<file path="config.mk">
export PLATFORM = sky130hd
export DESIGN_NAME = branch_pred_resolve
export DESIGN_NICKNAME = d
export VERILOG_FILES = /design/src/rtl/branch_pred_resolve_pkg.sv /design/src/rtl/bp_sat_counter.sv /design/src/rtl/branch_pred_resolve.sv
export SDC_FILE = /design/constraint.sdc
export NUM_CORES = 1
export LEC_CHECK = 0
export ABC_AREA = 1
export BUFFER_PORTS_ARGS = -buffer_cell sky130_fd_sc_hd__buf_2
export CORE_UTILIZATION = 25
export CTS_CLUSTER_DIAMETER = 150
export CTS_CLUSTER_SIZE = 14
export DETAILED_ROUTE_END_ITERATION = 10
export GPL_ROUTABILITY_DRIVEN = 0
export MAX_ROUTING_LAYER = met4
export SYNTH_ARGS = -nofsm -noshare
export SYNTH_HDL_FRONTEND = slang
export SYNTH_SLANG_ARGS = --single-unit
</file>
<file path="constraint.sdc">
create_clock -name clk -period 5.75 [get_ports clk]
set_clock_uncertainty 0.15 [all_clocks]
set_input_delay 1.15 -clock clk [delete_from_list [all_inputs] [get_ports clk]]
set_output_delay 1.15 -clock clk [all_outputs]
set_load 0.02 [all_outputs]
</file>
<file path="src/rtl/branch_pred_resolve_pkg.sv">
// Shared op codes, table defaults and branch-kind decode for the branch predictor/resolver.
package branch_pred_resolve_pkg;

  // ALU op codes seen at the resolve stage (same encodings as the decode-stage defines).
  localparam logic [7:0] EXE_BEQ_OP    = 8'b0101_0001;
  localparam logic [7:0] EXE_BNE_OP    = 8'b0101_0010;
  localparam logic [7:0] EXE_BLEZ_OP   = 8'b0101_0011;
  localparam logic [7:0] EXE_BGTZ_OP   = 8'b0101_0100;
  localparam logic [7:0] EXE_BLTZ_OP   = 8'b0100_0000;
  localparam logic [7:0] EXE_BGEZ_OP   = 8'b0100_0001;
  localparam logic [7:0] EXE_BLTZAL_OP = 8'b0100_1010;
  localparam logic [7:0] EXE_BGEZAL_OP = 8'b0100_1011;
  localparam logic [7:0] EXE_ADD_OP    = 8'b0010_0000;

  // Default predictor geometry.
  localparam int unsigned BP_IDX_W = 6;
  localparam int unsigned BP_CTR_W = 2;

  // Condition class of a conditional branch; linking variants share their base condition.
  typedef enum logic [2:0] {
    BrNone,
    BrEq,
    BrNe,
    BrGtz,
    BrLez,
    BrGez,
    BrLtz
  } br_kind_e;

  function automatic br_kind_e decode_br(input logic [7:0] op);
    br_kind_e kind;
    case (op)
      EXE_BEQ_OP:                  kind = BrEq;
      EXE_BNE_OP:                  kind = BrNe;
      EXE_BGTZ_OP:                 kind = BrGtz;
      EXE_BLEZ_OP:                 kind = BrLez;
      EXE_BGEZ_OP, EXE_BGEZAL_OP:  kind = BrGez;
      EXE_BLTZ_OP, EXE_BLTZAL_OP:  kind = BrLtz;
      default:                     kind = BrNone;
    endcase
    return kind;
  endfunction

endpackage

</file>
<file path="src/rtl/bp_sat_counter.sv">
// Up/down saturating counter; one table entry of the branch predictor.
module bp_sat_counter #(
  parameter int unsigned CTR_W = 2
) (
  input  logic             clk,
  input  logic             rst,
  input  logic             inc,
  input  logic             dec,
  output logic [CTR_W-1:0] ctr
);

  // Weakly not-taken: MSB clear, all lower bits set.
  localparam logic [CTR_W-1:0] RstVal = {1'b0, {(CTR_W-1){1'b1}}};
  localparam logic [CTR_W-1:0] MaxVal = '1;

  // Count up on inc, down on dec, holding at either end.
  always_ff @(posedge clk or posedge rst) begin
    if (rst) begin
      ctr <= RstVal;
    end else if (inc) begin
      if (ctr != MaxVal) ctr <= ctr + CTR_W'(1);
    end else if (dec) begin
      if (ctr != '0) ctr <= ctr - CTR_W'(1);
    end
  end

endmodule

</file>
<file path="src/rtl/branch_pred_resolve.sv">
// Branch predictor table (bimodal or gshare) with resolve-stage condition evaluation,
// mispredict detection, table training and a saturating mispredict counter.
module branch_pred_resolve
  import branch_pred_resolve_pkg::*;
#(
  parameter int unsigned IDX_W  = BP_IDX_W,
  parameter int unsigned CTR_W  = BP_CTR_W,
  parameter bit          GSHARE = 1'b0,
  parameter int unsigned CNT_W  = 16
) (
  input  logic             clk,
  input  logic             rst,
  // fetch-side lookup
  input  logic [31:0]      f_pc,
  output logic             f_pred_taken,
  output logic [IDX_W-1:0] f_pred_idx,
  // resolve-side evaluation and update
  input  logic             r_valid,
  input  logic [7:0]       r_op,
  input  logic [31:0]      r_a,
  input  logic [31:0]      r_b,
  input  logic             r_pred_taken,
  input  logic [IDX_W-1:0] r_pred_idx,
  output logic             r_is_branch,
  output logic             r_taken,
  output logic             r_mispredict,
  output logic [IDX_W-1:0] ghr,
  // statistics
  input  logic             mp_cnt_clr,
  output logic [CNT_W-1:0] mp_count
);

  localparam int unsigned Depth = 2 ** IDX_W;

  logic [CTR_W-1:0] ctr_tbl [Depth];
  logic [IDX_W-1:0] ghr_q;
  logic [CNT_W-1:0] mp_count_q;
  br_kind_e         br_kind;
  logic             upd_en;

  // Only the word-index bits of the PC feed the table.
  logic unused_pc;
  assign unused_pc = ^{f_pc[31:IDX_W+2], f_pc[1:0]};

  // Lookup: hash with current history (zero in bimodal mode), read registered state.
  assign f_pred_idx   = f_pc[IDX_W+1:2] ^ ghr_q;
  assign f_pred_taken = ctr_tbl[f_pred_idx][CTR_W-1];

  assign br_kind = decode_br(r_op);

  // Signed branch condition evaluation for the resolving instruction.
  always_comb begin
    r_taken = 1'b0;
    case (br_kind)
      BrEq:    r_taken = (r_a == r_b);
      BrNe:    r_taken = (r_a != r_b);
      BrGtz:   r_taken = ($signed(r_a) > 32'sd0);
      BrLez:   r_taken = ($signed(r_a) <= 32'sd0);
      BrGez:   r_taken = ~r_a[31];
      BrLtz:   r_taken = r_a[31];
      default: r_taken = 1'b0;
    endcase
  end

  assign r_is_branch  = (br_kind != BrNone);
  assign upd_en       = r_valid & r_is_branch;
  assign r_mispredict = upd_en & (r_taken != r_pred_taken);

  // One counter per table entry; only the entry named by the carried index trains.
  for (genvar i = 0; i < Depth; i++) begin : g_ctr
    logic hit;
    assign hit = upd_en & (r_pred_idx == IDX_W'(i));
    bp_sat_counter #(
      .CTR_W(CTR_W)
    ) u_ctr (
      .clk (clk),
      .rst (rst),
      .inc (hit & r_taken),
      .dec (hit & ~r_taken),
      .ctr (ctr_tbl[i])
    );
  end

  if (GSHARE) begin : g_ghr
    // Non-speculative history: shift in resolved outcomes only.
    always_ff @(posedge clk or posedge rst) begin
      if (rst) begin
        ghr_q <= '0;
      end else if (upd_en) begin
        ghr_q <= {ghr_q[IDX_W-2:0], r_taken};
      end
    end
  end else begin : g_no_ghr
    assign ghr_q = '0;
  end

  assign ghr = ghr_q;

  // Saturating mispredict counter; a clear beats a coincident increment.
  always_ff @(posedge clk or posedge rst) begin
    if (rst) begin
      mp_count_q <= '0;
    end else if (mp_cnt_clr) begin
      mp_count_q <= '0;
    end else if (r_mispredict && (mp_count_q != '1)) begin
      mp_count_q <= mp_count_q + CNT_W'(1);
    end
  end

  assign mp_count = mp_count_q;

endmodule

</file>
==> flow_summary.ini <==
[die]
die_height_um = 190.9
core_area_mm2 = 0.03480
start_util_pct = 25.64
top_level_ports = 147
chipWidth_um = 190.9
fp.dieArea_mm2 = 0.03645
num_rows = 68

[logic_synthesis]
synth-edff-count = 0
yosysTopAreaCellShare_pct = 22.44
synth-warning-count = 0
number_of_library_cell_types_mapped_by_synthesis = 46
postSynthCellCount = 1279
sequential_area_share_after_synthesis_pct = 41.28
yosysTopAreaCell = sky130_fd_sc_hd__dfrtp_1
postSynth.asyncResetShare_pct = 100.0
dominantRegCellSynth = sky130_fd_sc_hd__dfrtp_1
syn_area_mm2 = 0.008922
netlist_top_cells_area = sky130_fd_sc_hd__dfrtp_1, sky130_fd_sc_hd__dfstp_2, sky130_fd_sc_hd__nand2_1
ys_ff_latch = 144
postSynthAreaPerCell_um2 = 6.976

[worst_setup_path]
worstPathCellList = buf_2 > clkinv_1 > buf_4 > nand2_1 > o21ai_0 > a221oi_1 > o221ai_1 > nand3b_1 > nand2_1 > buf_2
critical_path.startpoint_type = input port
required_worst_endpoint_ps = 4450
critical_path.max_stage_delay_ps = 540
crit_path_from = f_pc[2]
setup.worst_path.end_class = output pin
crit_path_arrival_time_ps = 3340
critical_path.reg2reg.startpoint = mp_count[0]
critical-path-slowest-cell = sky130_fd_sc_hd__buf_2
critPathKind = in2out
crit_path_max_fanout = 34

[outcome]
status = completed

[drt]
amount_of_wire_on_met3_after_detailed_routing_um = 843
routedWlPerCell_um = 13.14
met1Wirelength_um = 11180
route.antenna.remaining_nets = 0
routed_wirelength_um = 24150
vias_after_detailed_routing = 8446
post_dr_vias_cell = 4.595
detailedRoute.firstIterationViolations = 581
dr.max_layer_used = met4
drtPass1Iterations = 6
met2_length_um = 11820
remaining_routing_drc_violations = 0

[clock_network]
hold_bufs_at_cts = 0
cts.path.max_buffers = 2
cts.root.buffer_cell = sky130_fd_sc_hd__clkbuf_16
cts_tree = yes
post_cts_resized = 0
maximum_level_of_the_cts_h_tree = 4
cts_post_setup_buffers_inserted = 0
clk_pin_slew_ps = 60
clock_sinks = 144
clock_latency_ps = 430
number_of_buffers_inserted_during_clock_tree_synthesis = 17

[global_routing]
global_route.usage.total_pct = 14.19
antenna_violations_before_repair = 0
grt_pass1_wl_um = 39920
grt_overflow = 0
largest_net_degree_at_the_start_of_global_routing = 89
grt_pass1_vias = 7905

[placed_design]
numPortBuffers = 114
preCtsSetupSlack_ps = 1133
placed_cell_area_mm2 = 0.009826
hpwlAfterDp_um = 16130
place_inst = 1806

[hold_path]
hold_path.startpoint = g_ctr[38].u_ctr.ctr[0]
hp-class = reg2reg

[sta]
finalWorstPathRequiredPeriod_ps = 4638
worst-slew-pin-transition_ps = 1058
report.final.setup_viol = 0
hold_violations = 0
maxClockFrequency_ghz = 0.2156
rsz0062_at_grt = false
finalCritPeriodShare_pct = 80.65
final_max_slew_viol_count = 0
slew_headroom_pct = 29.21
tns_ps = 0
setup_slack_ps = 1112

[layout]
nets = 1486
fillerInstances = 3733
area.growth.synth_to_final_pct = 17.18
drive_above_1_share_pct = 17.50
stdcell_count = 1838
postLayoutCellArea_mm2 = 0.01046
diodes = 0

[power_and_ir_drop]
power.density_mw_per_mm2 = 234.9
power.ir.vdd_worst_uv = 215.2
total_power_w = 0.002456
leakage_nw = 4.962

[job]
maxCapViolCount = 0
where the power goes:
group | internal [W] | switching, W
logic | 0.0000642 | 0.000150
clock network | 0.000743 | 0.000475
registers | 0.00102 | 0.00000230
flip-flops by register name, summed over array words and instances, names as in the netlist:
| signal | flops |
|---|---|
| g_ctr.u_ctr.ctr | 128 |
| mp_count | 16 |
worst paths after layout:
kind                                           to  slack (ps)  depth (start not counted)
setup / recovery                     f_pred_taken        1110                         10
hold / removal             g_ctr[38].u_ctr.ctr[0]         320                          2
setup reg to reg                      mp_count[2]        2940                         11
hold reg to reg            g_ctr[38].u_ctr.ctr[0]         320                          2
max in group asynchronous  g_ctr[30].u_ctr.ctr[0]        3670                          3
min in group asynchronous             mp_count[5]         690                          2
synth_stat cells (19+ instances only):
cell and count:
sky130_fd_sc_hd__a21oi_1 59, sky130_fd_sc_hd__clkbuf_1 19, sky130_fd_sc_hd__dfrtp_1 80, sky130_fd_sc_hd__dfstp_2 64, sky130_fd_sc_hd__inv_1 156, sky130_fd_sc_hd__nand2_1 374, sky130_fd_sc_hd__nand3_1 38, sky130_fd_sc_hd__nand4_1 27
sky130_fd_sc_hd__nor2_1 142, sky130_fd_sc_hd__o21ai_0 163, sky130_fd_sc_hd__o22ai_1 22, sky130_fd_sc_hd__xnor2_1 20
per-stage QoR:
stage	hold WS (ps)	util, %
2_1_floorplan	302.5	-
3_3_place_gp	308.4	28.24
3_5_place_dp	316.1	28.24
4_1_cts	326.6	30.04
5_1_grt	340.1	30.04
6_report	324.2	30.04
critical path, delay by kind of cell:
kind | cells | cell delay (ps)
and+or+nand+nor | 3 | 290
buffers and inverters | 4 | 1200
AOI/OAI and AO/OA | 3 | 680
cells in the final DEF (no fill, tap or decap), drive strengths merged, types with 20 or more instances in the layout:
cell type,synthesis,final
o22ai,22,22
o21ai,180,180
a21oi,65,65
dfstp,64,64
inv,158,161
nand3,41,41
nor2,146,146
clkbuf,20,20
nand4,29,29
buf,35,122
xnor2,20,20
nand2,376,376
dfrtp,80,80
routing by layer:
metal,up-vias,global-route usage (%)
li1,4286,-
met3,21,2.258
met4,0,3.785
met2,151,23.43
met5,-,-
met1,3988,17.91
cell families (layout without fill, tap and decap cells):
kind of cell | count (synthesis) | in the layout | synth area share (%)
AND/OR/NAND/NOR | 601 | 601 | 27.85
AO/OA/AOI/OAI | 291 | 291 | 17.75
buffers and inverters | 214 | 313 | 10.28
flip-flops | 144 | 144 | 41.28
XOR/XNOR | 27 | 27 | 2.650
adder cells (fa/ha/maj) | 1 | 1 | 0.1402
other | 1 | 6 | 0.04203
layout make-up:
| type | instances | area, um^2 | share of cell area [%] |
|---|---|---|---|
| clock buffer | 20 | 446.7 | 4.272 |
| clock inverter | 12 | 182.7 | 1.747 |
| inverter | 159 | 601.8 | 5.756 |
| multi-input combinational | 926 | 4340 | 41.52 |
| sequential | 144 | 3684 | 35.23 |
| tap | 455 | 569.3 | 5.445 |
| timing repair buffer | 122 | 630.6 | 6.032 |
(Power assumes the default switching activity.)
